<file path="src/rtl/demux_sched_pkg.sv">
// Shared definitions for the demux round-robin scheduler: output count, selector
// width, mode encoding, slot state encoding and the circular priority search.
package demux_sched_pkg;

  localparam int unsigned N_OUT  = 8;
  localparam int unsigned SEL_W  = 3;
  localparam int unsigned CNT_W  = 8;
  localparam int unsigned DROP_W = 8;

  localparam logic MODE_RR   = 1'b0;
  localparam logic MODE_ADDR = 1'b1;

  typedef enum logic {
    EMPTY = 1'b0,
    FULL  = 1'b1
  } slot_state_t;

  // First enabled output at or after ptr, wrapping modulo N_OUT; returns ptr if none.
  function automatic logic [SEL_W-1:0] rr_pick(input logic [N_OUT-1:0] mask,
                                               input logic [SEL_W-1:0] ptr);
    logic [SEL_W-1:0] pick;
    logic [SEL_W-1:0] idx;
    logic             found;
    pick  = ptr;
    found = 1'b0;
    for (int unsigned k = 0; k < N_OUT; k++) begin
      idx = SEL_W'(ptr + SEL_W'(k));
      if (!found && mask[idx]) begin
        pick  = idx;
        found = 1'b1;
      end
    end
    return pick;
  endfunction

endpackage

</file>
<file path="src/rtl/demux_1to8_onehot.sv">
// 1:8 one-hot demultiplexer: drives bit sel of out with in, all other bits zero.
//   in  : 1-bit value to route
//   sel : output index
//   out : one-hot (or zero) result
module demux_1to8_onehot
  import demux_sched_pkg::*;
(
  input  logic             in,
  input  logic [SEL_W-1:0] sel,
  output logic [N_OUT-1:0] out
);

  assign out = in ? (N_OUT'(1) << sel) : '0;

endmodule

</file>
<file path="src/rtl/demux_rr_scheduler.sv">
// Single-slot scheduler steering one valid/ready beat stream onto 8 outputs,
// either round-robin over enabled outputs (BURST beats each) or by in_dest.
//   clk, rst             : clock, async active-high reset
//   mode                 : 0 round-robin, 1 address-directed (per accepted beat)
//   en_mask              : per-output enable
//   in_valid/in_ready    : upstream handshake, in_data/in_dest payload
//   out_valid/out_ready  : per-output handshake, out_data shared payload
//   sel                  : index of the output held in the slot
//   drop_cnt             : saturating count of address-mode beats to disabled outputs
module demux_rr_scheduler
  import demux_sched_pkg::*;
#(
  parameter int unsigned WIDTH = 8,
  parameter int unsigned BURST = 4
) (
  input  logic             clk,
  input  logic             rst,
  input  logic             mode,
  input  logic [N_OUT-1:0] en_mask,
  input  logic             in_valid,
  input  logic [WIDTH-1:0] in_data,
  input  logic [SEL_W-1:0] in_dest,
  output logic             in_ready,
  output logic [N_OUT-1:0] out_valid,
  output logic [WIDTH-1:0] out_data,
  input  logic [N_OUT-1:0] out_ready,
  output logic [SEL_W-1:0] sel,
  output logic [DROP_W-1:0] drop_cnt
);

  localparam logic [CNT_W-1:0]  CNT_LAST = CNT_W'(BURST - 1);
  localparam logic [DROP_W-1:0] DROP_MAX = '1;

  slot_state_t       state_q, state_d;
  logic [WIDTH-1:0]  data_q, data_d;
  logic [SEL_W-1:0]  sel_q, sel_d;
  logic [SEL_W-1:0]  ptr_q, ptr_d;
  logic [CNT_W-1:0]  cnt_q, cnt_d;
  logic [DROP_W-1:0] drop_q, drop_d;

  logic             drain;
  logic             accept;
  logic [SEL_W-1:0] rr_t;

  // Handshake: the slot can take a beat if empty or emptying this cycle.
  assign drain    = (state_q == FULL) && out_ready[sel_q];
  assign in_ready = ((state_q == EMPTY) || drain) && ((mode == MODE_ADDR) || (en_mask != '0));
  assign accept   = in_valid && in_ready;
  assign rr_t     = rr_pick(en_mask, ptr_q);

  // State register and counters.
  always_ff @(posedge clk or posedge rst) begin
    if (rst) begin
      state_q <= EMPTY;
      data_q  <= '0;
      sel_q   <= '0;
      ptr_q   <= '0;
      cnt_q   <= '0;
      drop_q  <= '0;
    end else begin
      state_q <= state_d;
      data_q  <= data_d;
      sel_q   <= sel_d;
      ptr_q   <= ptr_d;
      cnt_q   <= cnt_d;
      drop_q  <= drop_d;
    end
  end

  // Next-state: drain empties the slot, a non-dropped accept (re)fills it.
  always_comb begin
    state_d = state_q;
    data_d  = data_q;
    sel_d   = sel_q;
    ptr_d   = ptr_q;
    cnt_d   = cnt_q;
    drop_d  = drop_q;

    if (drain) state_d = EMPTY;

    if (accept) begin
      if (mode == MODE_RR) begin
        state_d = FULL;
        data_d  = in_data;
        sel_d   = rr_t;
        // Pointer parks on the current target until its burst completes.
        if (cnt_q == CNT_LAST) begin
          ptr_d = SEL_W'(rr_t + SEL_W'(1));
          cnt_d = '0;
        end else begin
          ptr_d = rr_t;
          cnt_d = cnt_q + CNT_W'(1);
        end
      end else if (en_mask[in_dest]) begin
        state_d = FULL;
        data_d  = in_data;
        sel_d   = in_dest;
      end else if (drop_q != DROP_MAX) begin
        drop_d = drop_q + DROP_W'(1);
      end
    end
  end

  demux_1to8_onehot u_onehot (
    .in  (state_q == FULL),
    .sel (sel_q),
    .out (out_valid)
  );

  assign out_data = data_q;
  assign sel      = sel_q;
  assign drop_cnt = drop_q;

endmodule

</file>
<file path="config.mk">
export PLATFORM = sky130hd
export DESIGN_NAME = demux_rr_scheduler
export DESIGN_NICKNAME = d
export VERILOG_FILES = /design/src/rtl/demux_sched_pkg.sv /design/src/rtl/demux_1to8_onehot.sv /design/src/rtl/demux_rr_scheduler.sv
export SDC_FILE = /design/constraint.sdc
export NUM_CORES = 1
export LEC_CHECK = 0
export BUFFER_PORTS_ARGS = -buffer_cell sky130_fd_sc_hd__clkbuf_2
export CORE_MARGIN = 3
export CORE_UTILIZATION = 47
export CTS_BUF_LIST = sky130_fd_sc_hd__clkbuf_8
export CTS_CLUSTER_SIZE = 12
export DETAILED_ROUTE_END_ITERATION = 8
export HOLD_SLACK_MARGIN = 0.06
export PLACE_DENSITY = 0.77
export SYNTH_ARGS = -nofsm -noshare
export SYNTH_HDL_FRONTEND = slang
export SYNTH_SLANG_ARGS = --single-unit
</file>
<file path="constraint.sdc">
create_clock -name clk -period 7.77 [get_ports clk]
set_input_delay 0 -clock clk [delete_from_list [all_inputs] [get_ports clk]]
set_output_delay 0 -clock clk [all_outputs]
set_load 0.02 [all_outputs]
</file>
After elaboration in Yosys (flattened, before gate mapping):

Cells that the tools add are included.

* input port bits: 31
* output and inout port bits: 28
* word-level logic and storage cells: 101
* register bits after elaboration: 31

* multiplexer cells: 45
* bitwise gates (word level): 3
* add/subtract/negate cells: 10
* $lt $le $gt $ge: 10
* shifts and indexed selects: 1
* eq/ne operators: 3
* reduce and logical (&&, ||, !) cells: 23

Operators by type and width (number)
* 3-bit by 4-bit < comparator with 1-bit output (second input constant): 10
* 8-bit 2-to-1 mux: 4
* 1-bit binary-select mux with 3-bit select: 10
* 3-bit 2-to-1 mux: 10
* 1-bit 2-to-1 mux: 21
* 8-bit by 1-bit adder with 8-bit output (second input constant): 2
* 3-bit adder (second input constant): 4
* 1-bit logical AND: 10
* 8-bit by 2-bit equality test with 1-bit output (second input constant): 1
* 8-bit inequality test (second input constant): 1
* 8-bit nonzero test: 1
* 1-bit by 3-bit << shifter with 8-bit output (first input constant): 1
* 1-bit logical NOT: 7
* 3-bit by 1-bit adder with 3-bit output (second input constant): 2
* 3-bit by 2-bit adder with 3-bit output (second input constant): 2
* 2-bit AND reduction: 2
* 4-bit AND reduction: 1
* 1-bit inverter: 3
* 1-bit logical OR: 2
* 2-bit by 1-bit inequality test with 1-bit output (second input constant): 1

Longest topological paths before layout:

* depth after elaboration: 26
* mapped depth: 18
* depth with buffers taken out: 15

Cells and area by module:

Synthesis repeated with hierarchy kept, for this count alone.

* cells, all modules: 221
* area total of the unflattened synthesis: 2473.6 um^2

By module, submodules not included
* demux_rr_scheduler: sequential area each 775.7 um^2, times used 1, area an instance 2378.5 um^2, cells each 213
* demux_1to8_onehot: sequential area each 0.0 um^2, times used 1, area an instance 95.1 um^2, cells each 8

Worst setup path after synthesis:

OpenSTA, ideal clock, no wires.

* path kind: register to register
* start point: register ptr_q[0]
* end point: register ptr_q[1]
* setup time: 0.124 ns
* required time: 7.646 ns
* clock period less this slack: 3.637 ns
* buffers on the path: 3
* path slack: 4.133 ns
* arrival: 3.513 ns
* cell stages (with the launch flop): 18
* cell sequence: dfrtp_1 buf_6 buf_2 inv_2 ha_1 buf_6 mux2_1 mux4_2 nor3_4 nand2_1 nand4_1 o211ai_1 a21oi_1 inv_1 ha_1 and3_1 a21oi_1 o21ai_1

* cells in the longest elaborated chain, start to end: 26
* elaborated cells between the ends (all ways): 53
* those cells by class: 8 x add/sub; 31 x mux; 14 x reduce/logical

Ends and longest elaborated chain
* start: declaration: line demux_rr_scheduler.sv:37 `logic [SEL_W-1:0] ptr_q, ptr_d;`
* start signal: assignment: line demux_rr_scheduler.sv:64 `ptr_q <= ptr_d;`
* parallel branches: the longest is 23 deep, another holds 3-bit by 1-bit adder with 3-bit output
* 3-bit 2-to-1 mux *: line demux_sched_pkg.sv:28 `if (!found && mask[idx]) begin`
* 3-bit by 1-bit adder with 3-bit output: line demux_rr_scheduler.sv:88 `ptr_d = SEL_W'(rr_t + SEL_W'(1));`
* 3-bit 2-to-1 mux *: line demux_rr_scheduler.sv:87 `if (cnt_q == CNT_LAST) begin`

Mark *: on every way between the ends. The select of a mux whose other input is x is not followed.
A chain may end at the register's enable or synchronous reset.

Worst setup path after layout:

Same ends and word-level chain as after synthesis.

==> out/qor.yml <==
cts:
  clkLatencyLatePin_ns: 0.28
  cts_root_buf: "clkbuf_8"
  hold_buffers: 10
  post-cts-setup-buffer-count: 0
  h-tree-depth: 2
  cts_tree: "built"
  clockBufferDepth: 2
  clkTransAtPathRegs_ns: 0.06
  numCtsBuffers: 5
  cts.sinks: 31
  cts_resized: 0
cells_and_area:
  design_area_sq_um: 3024
  drive_gt1_share_pct: 34.62
  layoutNonFillerInstCount: 382
  final_nets: 348
  syn_to_final_growth_pct: 19.83
  diodes: 0
placed_design:
  port_buffers: 58
  post_dp_cell_area_sq_um: 2836
  dp_hpwl_microns: 4590
  place_congestion: 0.8686
  dp.cells: 365
yosys:
  ys_top_cells_by_area: "dfrtp_1 (31%), mux4_2 (9.8%), mux2_2 (5.8%), mux2i_1 (4.4%), xnor2_1 (4.2%)"
  yosys_warnings: 0
  synth_cell_types: 56
  synth_fp_nets: 284
  postSynthCellCount: 248
  ys.flop_type: "dfrtp_1"
  synth_most_common_cell: "dfrtp_1"
  synth_area_per_cell_sq_um: 10.18
  yosysTopAreaCell: "dfrtp_1"
  synthTopCellsByCount: "dfrtp_1 (31), nand2_1 (22), nor2_1 (18)"
  synth_seq_cells: 31
  post-synth-top-area-fraction_pct: 30.74
  syn-cell-area_sq_um: 2524
  synthArstFlopShare_pct: 100.0
  ys_seq_area_share_pct: 30.74
  synth-edff-count: 0
flow_run:
  max-cap-violations: 0
detailed_routing:
  finalWirelength_microns: 6173
  drt_pass1_iterations: 4
  drt_iter0_drc: 87
  postRouteAntennaNets: 0
  routedWlPerCell_microns: 16.16
  drc: 0
  vias: 2187
  vias_per_cell: 5.725
setup_path:
  cp_data_arrival_time_ns: 4.48
  end_kind: "flip-flop"
  critPathKind: "reg -> reg"
  regToRegStartpoint: "ptr_q[0]$_DFFE_PP0P_"
  cp_max_fo: 20
  crit_path_start_kind: "flip-flop"
  reg2reg_slack_ns: 3.45
  r2r-end: "ptr_q[1]$_DFFE_PP0P_"
  crit_required_ns: 7.93
  r2r.worst_path.cells: 15
global_routing:
  grt_pass1_vias: 2126
  antenna_found_initial: 0
  grt_max_degree: 32
  grt_pass1_wl_microns: 10520
  grt_overflow: 0
  track_usage_pct: 21.11
power_and_ir_drop:
  irDropWorstVdd_v: 0.0002529
  finalPower_uw: 1247
  p_leak_uw: 0.001385
  p_per_area_nw_per_um2: 412.5
sta:
  relSlewSlack_pct: 44.41
  post-route-min-period_ns: 4.320
  setup_tns_ns: 0
  skew_ns: 0.005175
  finalSetupViolCount: 0
  maxSlewViolCount: 0
  fin_crit_sh_pct: 55.60
  worst_pin_slew_ns: 0.8339
  holdWs_ns: 0.09902
  hold_viol: 0
  rsz0062_at_grt: "false"
  clock.fmax_ghz: 0.2315
run_status:
  status: "complete, no violations"
floorplanning:
  dieWidth_microns: 79.28
  die_h_microns: 79.28
  initial_core_util_pct: 49.10
  core_area_sq_um: 5140
  num_rows: 26
  fp.dieArea_sq_um: 6285
  io_pins: 59
min_path:
  whs_endpoint: "sel[0]$_DFFE_PP0P_"
  hold_depth: 3
  hold_path.class: "in -> reg"
  hp-start: "in_dest[0]"
[final cells by class]
type,count,area (sq um)
sequential,31,775.7
clock inverter,1,5.005
inverter,10,37.54
timing repair buffer,69,397.9
multi-input combinational,195,1638
tap,70,87.58
fill,465,2116
clock buffer,6,82.58
[cells by family (layout without fill, tap and decap cells)]
group,Yosys count,after routing,synth area share (%)
xor gates and xnor gates,18,18,6.247
muxes,41,41,24.74
and+or+nand+nor,88,88,19.04
adders and majority gates,5,5,2.479
buffers and inverters,22,86,4.363
DFF,31,31,30.74
AOI/OAI and AO/OA,43,43,12.39
[how the worst max path moves through the flow]
stage | startpoint | end | slack, ns
global placement | ptr_q[0]$_DFFE_PP0P_ | ptr_q[1]$_DFFE_PP0P_ | 3.59
finish | ptr_q[0]$_DFFE_PP0P_ | ptr_q[1]$_DFFE_PP0P_ | 3.45
detailed placement | ptr_q[0]$_DFFE_PP0P_ | ptr_q[1]$_DFFE_PP0P_ | 3.43
floorplan | ptr_q[0]$_DFFE_PP0P_ | ptr_q[1]$_DFFE_PP0P_ | 4.13
CTS | ptr_q[0]$_DFFE_PP0P_ | ptr_q[1]$_DFFE_PP0P_ | 3.41
global route | ptr_q[0]$_DFFE_PP0P_ | ptr_q[1]$_DFFE_PP0P_ | 2.97
[worst max-delay path, cell delays in order, from the launching register on]
cell and delay (ns):
dfrtp_1 0.89, inv_2 0.15, ha_1 0.69, mux2_2 0.43, o22ai_1 0.26, o31ai_2 0.15
a211oi_1 0.33, o21ai_1 0.12, nand4_1 0.15, o211ai_1 0.09, a21oi_1 0.26, inv_1 0.07
ha_1 0.28, and3_1 0.14, a21oi_1 0.11, o21ai_1 0.09
[metrics by stage]
step | worst slack [ns] | utilization, %
finish | 3.450 | 58.84
global route | 2.972 | 58.84
CTS | 3.406 | 58.84
detailed placement | 3.425 | 55.18
global placement | 3.594 | 55.18
floorplan | 4.133 | -
[where the power goes]
group	switching [uW]	internal, uW
Sequential	99.6	219
Combinational	442	361
Clock	56.7	69.3
[layout by cell type (no fill, tap or decap), drive strengths merged, types with 2 or more instances in the layout]
cell type	netlist	routed
mux4	14	14
o211ai	3	3
and3	5	5
nor4	2	2
mux2	16	16
a211oi	3	3
xor2	6	6
a21o	2	2
dfrtp	31	31
nand4	6	6
nand2b	9	9
ha	5	5
xnor2	12	12
o21ai	12	12
mux2i	11	11
inv	10	10
dlygate4sd3	0	10
nand2	24	24
nor3	11	11
a31oi	2	2
nor2	19	19
o221ai	2	2
a21oi	9	9
nand3	5	5
clkbuf	5	64
[flip-flops by register name, summed over array words and instances, names as in the netlist]
name      count
cnt_q         8
drop_cnt      8
out_data      8
ptr_q         3
sel           3
state_q       1
[metal layers]
layer	GRT usage [%]	vias to the layer above	share of wire, %
li1	-	1050	-
met1	25.98	1039	40
met2	35.02	83	50
met3	5.329	15	7.0
met4	9.107	0	2.7
met5	0	-	0
No activity file was read; power rests on OpenSTA's default activity.
